[src/rtl/dmem_pkg.sv]
// Shared types and constants for the data-memory responder.
package dmem_pkg;

   typedef enum logic [1:0] {
      IDLE = 2'd0,
      WAIT = 2'd1,
      RESP = 2'd2
   } state_t;

   localparam logic [7:0] DMEM_INIT0 = 8'hFF;
   localparam logic [7:0] DMEM_INIT1 = 8'hFE;
   localparam logic [7:0] DMEM_INIT2 = 8'hFD;

   localparam int DMEM_DEPTH = 11;

endpackage

[src/rtl/dmem_if.sv]
// Request/response bus between the core (master) and the data-memory responder (slave).
interface dmem_if #(
   parameter int ADDR_W = 5,
   parameter int DATA_W = 8
);
   logic              req_valid;
   logic              req_ready;
   logic              req_we;
   logic [ADDR_W-1:0] req_addr;
   logic [DATA_W-1:0] req_wdata;
   logic              rsp_valid;
   logic              rsp_ready;
   logic [DATA_W-1:0] rsp_rdata;
   logic              rsp_err;

   modport master (
      output req_valid, req_we, req_addr, req_wdata, rsp_ready,
      input  req_ready, rsp_valid, rsp_rdata, rsp_err
   );

   modport slave (
      input  req_valid, req_we, req_addr, req_wdata, rsp_ready,
      output req_ready, rsp_valid, rsp_rdata, rsp_err
   );
endinterface

[src/rtl/dmem_sat_counter.sv]
// 16-bit event counter that sticks at 16'hFFFF; one increment per cycle, no backpressure.
module dmem_sat_counter (
   input  logic        clk,
   input  logic        rst,
   input  logic        inc,
   output logic [15:0] count
);

   always_ff @(posedge clk or posedge rst) begin
      if (rst) begin
         count <= '0;
      end else if (inc && (count != 16'hFFFF)) begin
         count <= count + 16'd1;
      end
   end

endmodule

[src/rtl/dmem_responder.sv]
// One-at-a-time data-memory responder, response LATENCY+1 cycles after acceptance, held until rsp_ready.
// DMEM_STATS_EN adds saturating load/store/error counters (stat_rd, stat_wr, stat_err).
module dmem_responder
   import dmem_pkg::*;
#(
   parameter int ADDR_W  = 5,
   parameter int DATA_W  = 8,
   parameter int DEPTH   = DMEM_DEPTH,
   parameter int LATENCY = 1
) (
   input  logic        clk,
   input  logic        rst,
   dmem_if.slave       bus
`ifdef DMEM_STATS_EN
   ,
   output logic [15:0] stat_rd,
   output logic [15:0] stat_wr,
   output logic [15:0] stat_err
`endif
);

   localparam int              IDX_W   = (DEPTH > 1) ? $clog2(DEPTH) : 1;
   localparam logic [ADDR_W:0] DEPTH_L = DEPTH[ADDR_W:0];
   localparam logic [3:0]      LAT_L   = LATENCY[3:0];

   state_t            state;
   logic [3:0]        cnt;
   logic              lat_we;
   logic [ADDR_W-1:0] lat_addr;
   logic [DATA_W-1:0] lat_wdata;
   logic [DATA_W-1:0] mem [DEPTH];

   logic              in_range;
   logic [IDX_W-1:0]  idx;
   logic              access;

   // Full-width unsigned compare so high addresses never alias onto real locations.
   assign in_range = ({1'b0, lat_addr} < DEPTH_L);
   assign idx      = lat_addr[IDX_W-1:0];
   assign access   = (state == WAIT) && (cnt == 4'd0);

   assign bus.req_ready = (state == IDLE) && !rst;

   always_ff @(posedge clk or posedge rst) begin
      if (rst) begin
         state         <= IDLE;
         cnt           <= '0;
         lat_we        <= 1'b0;
         lat_addr      <= '0;
         lat_wdata     <= '0;
         bus.rsp_valid <= 1'b0;
         bus.rsp_rdata <= '0;
         bus.rsp_err   <= 1'b0;
         for (int i = 0; i < DEPTH; i++) begin
            mem[i] <= '0;
         end
         mem[0] <= DATA_W'(DMEM_INIT0);
         mem[1] <= DATA_W'(DMEM_INIT1);
         mem[2] <= DATA_W'(DMEM_INIT2);
      end else begin
         case (state)
            IDLE: begin
               if (bus.req_valid) begin
                  lat_we    <= bus.req_we;
                  lat_addr  <= bus.req_addr;
                  lat_wdata <= bus.req_wdata;
                  cnt       <= LAT_L;
                  state     <= WAIT;
               end
            end
            WAIT: begin
               if (cnt == 4'd0) begin
                  if (in_range) begin
                     if (lat_we) begin
                        mem[idx] <= lat_wdata;
                     end
                     bus.rsp_rdata <= lat_we ? lat_wdata : mem[idx];
                     bus.rsp_err   <= 1'b0;
                  end else begin
                     bus.rsp_rdata <= '0;
                     bus.rsp_err   <= 1'b1;
                  end
                  bus.rsp_valid <= 1'b1;
                  state         <= RESP;
               end else begin
                  cnt <= cnt - 4'd1;
               end
            end
            RESP: begin
               if (bus.rsp_ready) begin
                  bus.rsp_valid <= 1'b0;
                  state         <= IDLE;
               end
            end
            default: state <= IDLE;
         endcase
      end
   end

`ifdef DMEM_STATS_EN
   logic inc_rd;
   logic inc_wr;
   logic inc_err;

   assign inc_rd  = access && in_range && !lat_we;
   assign inc_wr  = access && in_range && lat_we;
   assign inc_err = access && !in_range;

   dmem_sat_counter u_stat_rd  (.clk(clk), .rst(rst), .inc(inc_rd),  .count(stat_rd));
   dmem_sat_counter u_stat_wr  (.clk(clk), .rst(rst), .inc(inc_wr),  .count(stat_wr));
   dmem_sat_counter u_stat_err (.clk(clk), .rst(rst), .inc(inc_err), .count(stat_err));
`else
   logic unused_access;
   assign unused_access = access;
`endif

endmodule

[src/flat_wrapper.sv]
// flat-port wrapper written by rule: the top's interface ports become plain ports
module dmem_responder_flat import dmem_pkg::*;
#(
   parameter int ADDR_W  = 5,
   parameter int DATA_W  = 8,
   parameter int DEPTH   = DMEM_DEPTH,
   parameter int LATENCY = 1
)
  (clk, rst, bus_req_valid, bus_req_we, bus_req_addr, bus_req_wdata, bus_rsp_ready, bus_req_ready, bus_rsp_valid, bus_rsp_rdata, bus_rsp_err);
  dmem_if #(.ADDR_W(ADDR_W), .DATA_W(DATA_W)) bus_i ();
  input  logic clk;
  input  logic rst;
  input wire logic [$bits(bus_i.req_valid)-1:0] bus_req_valid;
  input wire logic [$bits(bus_i.req_we)-1:0] bus_req_we;
  input wire logic [$bits(bus_i.req_addr)-1:0] bus_req_addr;
  input wire logic [$bits(bus_i.req_wdata)-1:0] bus_req_wdata;
  input wire logic [$bits(bus_i.rsp_ready)-1:0] bus_rsp_ready;
  output wire logic [$bits(bus_i.req_ready)-1:0] bus_req_ready;
  output wire logic [$bits(bus_i.rsp_valid)-1:0] bus_rsp_valid;
  output wire logic [$bits(bus_i.rsp_rdata)-1:0] bus_rsp_rdata;
  output wire logic [$bits(bus_i.rsp_err)-1:0] bus_rsp_err;
  assign bus_i.req_valid = bus_req_valid;
  assign bus_i.req_we = bus_req_we;
  assign bus_i.req_addr = bus_req_addr;
  assign bus_i.req_wdata = bus_req_wdata;
  assign bus_i.rsp_ready = bus_rsp_ready;
  assign bus_req_ready = bus_i.req_ready;
  assign bus_rsp_valid = bus_i.rsp_valid;
  assign bus_rsp_rdata = bus_i.rsp_rdata;
  assign bus_rsp_err = bus_i.rsp_err;
  dmem_responder #(.ADDR_W(ADDR_W), .DATA_W(DATA_W), .DEPTH(DEPTH), .LATENCY(LATENCY)) u_core (.clk(clk), .rst(rst), .bus(bus_i));
endmodule
[config.mk]
export PLATFORM = sky130hd
export DESIGN_NAME = dmem_responder_flat
export DESIGN_NICKNAME = d
export VERILOG_FILES = /design/src/rtl/dmem_pkg.sv /design/src/rtl/dmem_if.sv /design/src/rtl/dmem_sat_counter.sv /design/src/rtl/dmem_responder.sv /design/src/flat_wrapper.sv
export SDC_FILE = /design/constraint.sdc
export NUM_CORES = 1
export LEC_CHECK = 0
export CORE_ASPECT_RATIO = 1.25
export CORE_UTILIZATION = 30
export DETAILED_ROUTE_END_ITERATION = 8
export GPL_TIMING_DRIVEN = 0
export PLACE_DENSITY_LB_ADDON = 0.3
export SETUP_SLACK_MARGIN = 0.05
export SLEW_MARGIN = 20
export SYNTH_ARGS = -nofsm -noshare
export SYNTH_HDL_FRONTEND = slang
export SYNTH_SLANG_ARGS = --single-unit
[constraint.sdc]
create_clock -name clk -period 10.4 [get_ports clk]
set_input_delay 2.08 -clock clk [delete_from_list [all_inputs] [get_ports clk]]
set_output_delay 2.08 -clock clk [all_outputs]
set_load 0.02 [all_outputs]
==> results by group <==
Run status
  – Run status: complete, no violations

Layout
  – Diode count: 0
  – Fillers: 1,732
  – Nets@finish: 488
  – Layout area overhead: 23.14%
  – Share of layout cells above drive strength 1: 0.3880
  – Design area: 6845 um2

Logic synthesis
  – Syn Std Cell Area: 5559 um2
  – Top-count cell post-synth: dfrtp_1
  – Seq/Total Area, Yosys: 0.5361
  – #FFs+latches synth: around 120
  – Share of the synthesized area in the top cell type: 0.4321
  – Yosys warning count: 0
  – Top_reg_cell synth: dfrtp_1
  – Synth cell count leaders: dfrtp_1 (96), mux2_2 (94), mux2i_1 (26), dfstp_2 (22), inv_1 (18)
  – Largest area contributor in the netlist: dfrtp_1
  – Number of synthesized flops with an enable pin: 0
  – Syn nets: 440
  – Async SR Flop Fraction: 1.000
  – Synth Instances: approximately 420
  – Post-synth cell types: 45
  – Mean Syn Cell Area: 13.20 um2
  – Largest cells by area after synthesis: dfrtp_1 (43%), mux2_2 (19%), dfstp_2 (10%)

Clocking
  – Clk_lat worst skew: 420 ps
  – TritonCTS Buffers: 17
  – TritonCTS clock tree: built
  – Max Root-Sink Buffers: 2
  – # clock sinks: 118
  – CTS root buf: clkbuf_16
  – CTS resizes: 0
  – CTS clk-pin slew, worst paths: around 50 ps
  – H-tree depth: 4
  – Setup bufs post-CTS: 0
  – Hold buffers post-CTS: 0

Drt
  – ANT nets after route: 0
  – Total Wirelength: 13,560 um
  – Residual DRC: 0
  – DRT Pass-1 Iters: 5
  – Vias per cell: 4.954
  – Drt wl/cell: 19.10 um
  – Drt first-iter violations: 157
  – Via count: 3,517

STA
  – Slew HR: 0.4871
  – Fmax: 184.3 MHz
  – Post-layout min period: 5427 ps
  – Setup TNS: 0 ps
  – Final setup fails: 0
  – Final period util: 0.5218
  – RSZ-0062 raised after global routing: no
  – Max-slew violation count: 0
  – Hold Fails Final Rpt: 0
  – Worst clock skew: around 9.7 ps
  – Slew @ Worst Pin: ~770 ps

Pwr
  – Power Dens Cells: 310.5 nW/um2
  – Leak: 3.024 nW
  – Peak supply drop: around 140 uV

Flow run
  – Max-cap violations: 0

Die
  – Core Box Area: 18,100 um2
  – Chip Width: 123.8 um
  – I/O pin count: 29
  – Die Height: 154.2 um
  – Initial Util: 0.3072
  – Die area: between 15,000 and 20,000 um2
  – Rows: between 50 and 60

GRT
  – Total global-route track usage: 0.1584
  – Pin count of the biggest net entering global routing: between 70 and 80
  – GRT Residual Overflow: 0
  – Initial antenna violation count: 0
  – Vias in the first global route: 3,886
  – Wire length of the first global-routing pass: 21,970 um

Placed design
  – GPL Wtd Cong: 0.7539
  – Dpl cell area: just over 6000 um2
  – Port Buffers: 28
  – Detailed placement HPWL: 8819 um

Worst setup path
  – Worst EP arrival: 3350 ps
  – Worst Path Max Fanout: 2
  – Crit Path Class: in2out
  – Worst Setup Start Kind: primary input
  – Crit. End Element: primary output
  – CP Data Required Time: 8320 ps

Worst hold path
  – Hold WC Path Type: reg2reg
[state kept, by name, summed over array words and instances (netlist names)]
| name | cells |
|---|---|
| u_core.bus.rsp_valid | 1 |
| u_core.lat_we | 1 |
| u_core.state | 2 |
| u_core.mem | 88 |
| u_core.lat_wdata | 8 |
| u_core.cnt | 4 |
| u_core.bus.rsp_rdata | 8 |
| u_core.bus.rsp_err | 1 |
| u_core.lat_addr | 5 |
[power breakdown]
part / leakage [nW] / internal, W / switching (W) / total [W]
Sequential: 1.51 / 0.000647 / 0.0000917 / 0.000739
Combinational: 1.18 / 0.000308 / 0.000411 / 0.000719
Clock: 0.330 / 0.000463 / 0.000205 / 0.000668
[final timing paths]
| path | from | endpoint | slack, ps | depth (start not counted) |
|---|---|---|---|---|
| worst max register to register | u_core.cnt[0] | u_core.mem[19] | 7750 | 6 |
| worst min register to register | u_core.bus.rsp_rdata[3] | u_core.bus.rsp_rdata[3] | 480 | 2 |
| worst max-delay path | rst | bus_req_ready | 4970 | 3 |
| max in group asynchronous | rst | u_core.mem[81] | 7570 | 3 |
| min in group asynchronous | rst | u_core.lat_we | 2090 | 2 |
| worst min-delay path | u_core.bus.rsp_rdata[3] | u_core.bus.rsp_rdata[3] | 480 | 2 |
[layout make-up]
cell class	count	area (um2)	share of cell area
inverters	18	72.57	0.01060
repair buffers	29	307.8	0.04496
clock buffers	25	515.5	0.07531
flip-flops and latches	118	2980	0.4354
plain buffers	29	132.6	0.01937
clock inverters	7	162.7	0.02376
well taps	228	285.3	0.04167
multi-input cells	256	2389	0.3489
[metrics by stage]
step | hold WS, ps | instances | total power, W | worst slack (ps) | utilization
final | 482.4 | 710 | 0.002125 | 4973 | 0.3782
after global routing | 513.9 | 710 | 0.002253 | 4889 | 0.3782
after CTS | 485.4 | 710 | 0.002143 | 4973 | 0.3779
after detailed placement | 474.5 | 678 | 0.001470 | 4979 | 0.3405
after global placement | 464.5 | 677 | 0.001441 | 3557 | 0.3384
after floorplan | 453.2 | 421 | 0.001236 | 5227 | -
[layout by cell type (no fill, tap or decap), types with 9 or more instances in the layout]
| master | instances |
|---|---|
| clkbuf_16 | 17 |
| mux2i_1 | 26 |
| buf_2 | 10 |
| nor2_1 | 15 |
| inv_1 | 17 |
| nand2b_1 | 9 |
| clkbuf_1 | 12 |
| dfstp_2 | 22 |
| dfrtp_1 | 96 |
| nand2_1 | 17 |
| mux2_2 | 94 |
| clkdlybuf4s50_1 | 28 |
[routing by layer]
layer / vias up / GRT usage / share of wire
met4: 0 / 0.06196 / 0.017
met3: 14 / 0.04204 / 0.051
met2: 79 / 0.2481 / 0.49
met1: 1814 / 0.2064 / 0.44
met5: - / 0 / 0
li1: 1610 / - / -
[kinds of logic after synthesis]
logic type | share of synthesized area
mux | 0.2757
flops | 0.5361
xor+xnor | 0.001576
buf+inv | 0.03601
compound gates | 0.06122
fa+ha+maj | 0.002250
simple gates | 0.08711
[critical path, cell delays in order]
cell	delay, ps
clkdlybuf4s50_1	490
nor3_1	160
clkdlybuf4s50_1	620
(Power assumes the default switching activity.)
==> patch 1: new RTL, same settings <==
`ADDR_W` is set to 5 in 3 places; all go to 6.
--- a/src/rtl/dmem_if.sv
+++ b/src/rtl/dmem_if.sv
@@ -2,3 +2,3 @@
 interface dmem_if #(
-   parameter int ADDR_W = 5,
+   parameter int ADDR_W = 6,
    parameter int DATA_W = 8
--- a/src/rtl/dmem_responder.sv
+++ b/src/rtl/dmem_responder.sv
@@ -5,3 +5,3 @@
 #(
-   parameter int ADDR_W  = 5,
+   parameter int ADDR_W  = 6,
    parameter int DATA_W  = 8,
--- a/src/flat_wrapper.sv
+++ b/src/flat_wrapper.sv
@@ -3,3 +3,3 @@
 #(
-   parameter int ADDR_W  = 5,
+   parameter int ADDR_W  = 6,
    parameter int DATA_W  = 8,
Ports: changed (resized bus_req_addr); port bits go from 29 to 30. The function was not compared with the original's and may differ.
==> patch 1 against the original RTL <==
- first-iteration DRC count is 36% higher
- design area is 2.7% lower
- synthesized area fell by 1.7%
- routed wire length down 6.7%
- sequential cell count grew 1
- power fell by 19%
- worst setup slack worse by 0.019 ns
- combinational power shrank 27%
- critical endpoint unchanged
- largest cell class unchanged
- largest power group unchanged
- highest routed layer unchanged
==> patch 1: results <==
{
  "outcome": "finished clean",
  "synth_fp_nets": 390,
  "grt_pass1_vias": 3518,
  "num-nets-final": 439,
  "r2r-end": "u_core.mem[56]",
  "place_congestion": 0.7322,
  "swShare": 0.3242,
  "setup_slack_ns": 4.953,
  "grt_max_degree": 83,
  "pre_cts_slack_ns": 4.928,
  "drt_iter0_drc": 214,
  "place_area_um2": 6068,
  "vdd_drop_max_mv": 0.1030,
  "track_usage": 0.1432,
  "io_buffer_count": 29,
  "worstHoldEndpoint": "u_core.bus.rsp_rdata[5]",
  "pwr.group.clock_mw": 0.578,
  "drt_wl_total_um": 12660,
  "p_leak_nw": 2.961,
  "syn_area_per_cell_um2": 14.77,
  "slew-limit-headroom": 0.3706,
  "drtPass1Iterations": 4,
  "grt_pass1_wl_um": 19730,
  "r2r_slack_ns": 7.67,
  "whs_path_depth": 1,
  "min_from": "u_core.bus.rsp_rdata[5]",
  "p_seq_mw": 0.628,
  "drive_gt1_frac": 0.4375,
  "ys_seq_area_frac": 0.5499,
  "dp.cells": 624,
  "synthDistinctLibCells": 38,
  "synth_commonest_cells": "dfrtp_1 (97), mux2_2 (94), dfstp_2 (22)",
  "switchingPower_mw": 0.5613,
  "wl_per_cell_um": 19.29,
  "fin_area_um2": 6658
}
[patch 1: routing by layer]
metal | track usage | vias up | share of wire
met2 | 0.2416 | 65 | 0.53
met1 | 0.1764 | 1743 | 0.43
met5 | 0 | - | 0
met4 | 0.05226 | 0 | 0.011
met3 | 0.03246 | 13 | 0.034
li1 | - | 1477 | -
[patch 1: cell type report]
type / count / share of cell area
Sequential cell: 119 / 0.4514
Multi-Input combinational cell: 219 / 0.3492
Clock buffer: 24 / 0.07386
Timing Repair Buffer: 30 / 0.04774
Tap cell: 224 / 0.04210
Buffer: 26 / 0.01691
Clock inverter: 8 / 0.01466
Inverter: 6 / 0.004135
[patch 1: critical path: cells and delay by family]
family | cells | cell delay, ns
buffers and inverters | 2 | 1.11
and+or+nand+nor | 1 | 0.17
[patch 1: kinds of logic after synthesis]
group,Yosys count,share of synthesized area
compound gates,33,0.05357
buf+inv,32,0.02472
xor+xnor,2,0.003206
simple gates,49,0.05541
flops,119,0.5499
fa+ha+maj,1,0.002289
mux,134,0.3109
==> patch 2: new RTL, same flow settings <==
Made on the original files. Reset style: synchronous (`rst`), changed in one clocked block.
--- a/src/rtl/dmem_responder.sv
+++ b/src/rtl/dmem_responder.sv
@@ -43,3 +43,3 @@
 
-   always_ff @(posedge clk or posedge rst) begin
+   always_ff @(posedge clk) begin
       if (rst) begin
Formal check against the unedited RTL: differs if rst is asserted again (counterexample within 4 cycles, from zero or initial values and one cycle with rst high); with rst held inactive, the same outputs for 10 cycles.
==> patch 2 against the original RTL <==
- the flow now finishes with violations (design-rule violations)
- sequential power shrank 3%
- fmax fell by 4.1%
- power shrank 31%
- worst setup slack worse by 0.23 ns
- design area grew 22%
- synthesized area grew 26%
- sequential cell count increased by 44
- routed wire length grew 28%
- global-route usage is 0.52 points lower
- critical path type unchanged
- critical endpoint unchanged
==> patch 2: results <==
{
  "outcome": "finished with violations",
  "violations": "design-rule violations",
  "r2r_slack_ns": 7.57,
  "drt_iter0_drc": 379,
  "ys.flop_type": "edfxtp_1",
  "ys_seq_area_frac": 0.5981,
  "synthDistinctLibCells": 46,
  "seqPwrFrac": 0.488,
  "grt_pass1_vias": 4819,
  "synthAdderAreaFrac": 0.001780,
  "grt_use_met3": 0.01994,
  "clkPwrFrac": 0.416,
  "r2r-end": "u_core.mem[0][5]",
  "p_comb_mw": 0.142,
  "synth_enable_flop_cells": 96,
  "fillCellCount": 2228,
  "synth_commonest_cells": "edfxtp_1 (96), dfxtp_1 (66), nand2_1 (59)",
  "path_max_fanout": 10,
  "route.detailed.drc": 1,
  "grt_pass1_wl_um": 27790,
  "wl_per_cell_um": 18.13,
  "swShare": 0.2559,
  "grt_use_met2": 0.2731,
  "drtPass1Iterations": 9,
  "async_flop_share": 0,
  "clk_pin_slew_ns": 0.07,
  "drive_gt1_frac": 0.1377,
  "p_leak_nw": 2.927,
  "worstHoldEndpoint": "u_core.bus.rsp_valid",
  "place_congestion": 0.8209,
  "io_buffer_count": 27,
  "grt_max_degree": 17,
  "vdd_drop_max_mv": 0.1073,
  "synth_xor_area_frac": 0.002492,
  "synth_compound_area_frac": 0.08526,
  "r2r_start": "u_core.cnt[0]",
  "ys_top_cells_by_area": "edfxtp_1 (41%), dfxtp_1 (19%), mux4_2 (7.7%)",
  "top_regs": "u_core.mem (128), u_core.bus.rsp_rdata (8), u_core.lat_wdata (8)"
}
patch 2: worst max-delay path, cell delays in order:
cell,delay (ns)
clkbuf_1,0.35
clkbuf_1,0.48
nor3_1,0.10
clkdlybuf4s50_1,0.57
patch 2: metrics by stage:
stage	utilization	hold WS [ns]	cells
floorplan	-	0.4357	609
detailed placement	0.3400	0.4522	924
global placement	0.3400	0.4459	924
finish	0.3650	0.4594	956
global route	0.3650	0.4875	956
CTS	0.3650	0.4619	956
patch 2: worst max-delay path by stage:
stage	from	end	slack, ns	cells after the start
after floorplan	rst	bus_req_ready	5.39	3
after global placement	rst	bus_req_ready	4.71	4
after detailed placement	rst	bus_req_ready	4.70	4
after CTS	rst	bus_req_ready	4.69	4
after global routing	rst	bus_req_ready	4.61	4
final	rst	bus_req_ready	4.74	4
patch 2: layout make-up:
class	count	share of cell area
timing repair buffer	27	0.03224
inverter	20	0.008957
tap	288	0.04299
multi-input combinational	392	0.3251
buffer	35	0.02045
clock inverter	15	0.01791
sequential	162	0.5016
clock buffer	17	0.05075
patch 2: cell families after synthesis:
| kind of cell | Yosys count |
|---|---|
| AO/OA/AOI/OAI | 89 |
| XOR/XNOR | 2 |
| adder cells (fa/ha/maj) | 1 |
| buffers and inverters | 55 |
| flip-flops | 162 |
| multiplexers | 56 |
| other | 1 |
| AND/OR/NAND/NOR | 204 |
patch 2: per-layer routing:
layer,vias to the layer above,part of all wire
li1,2234,-
met1,2253,0.43
met2,84,0.52
met3,26,0.023
met4,0,0.023
met5,-,0
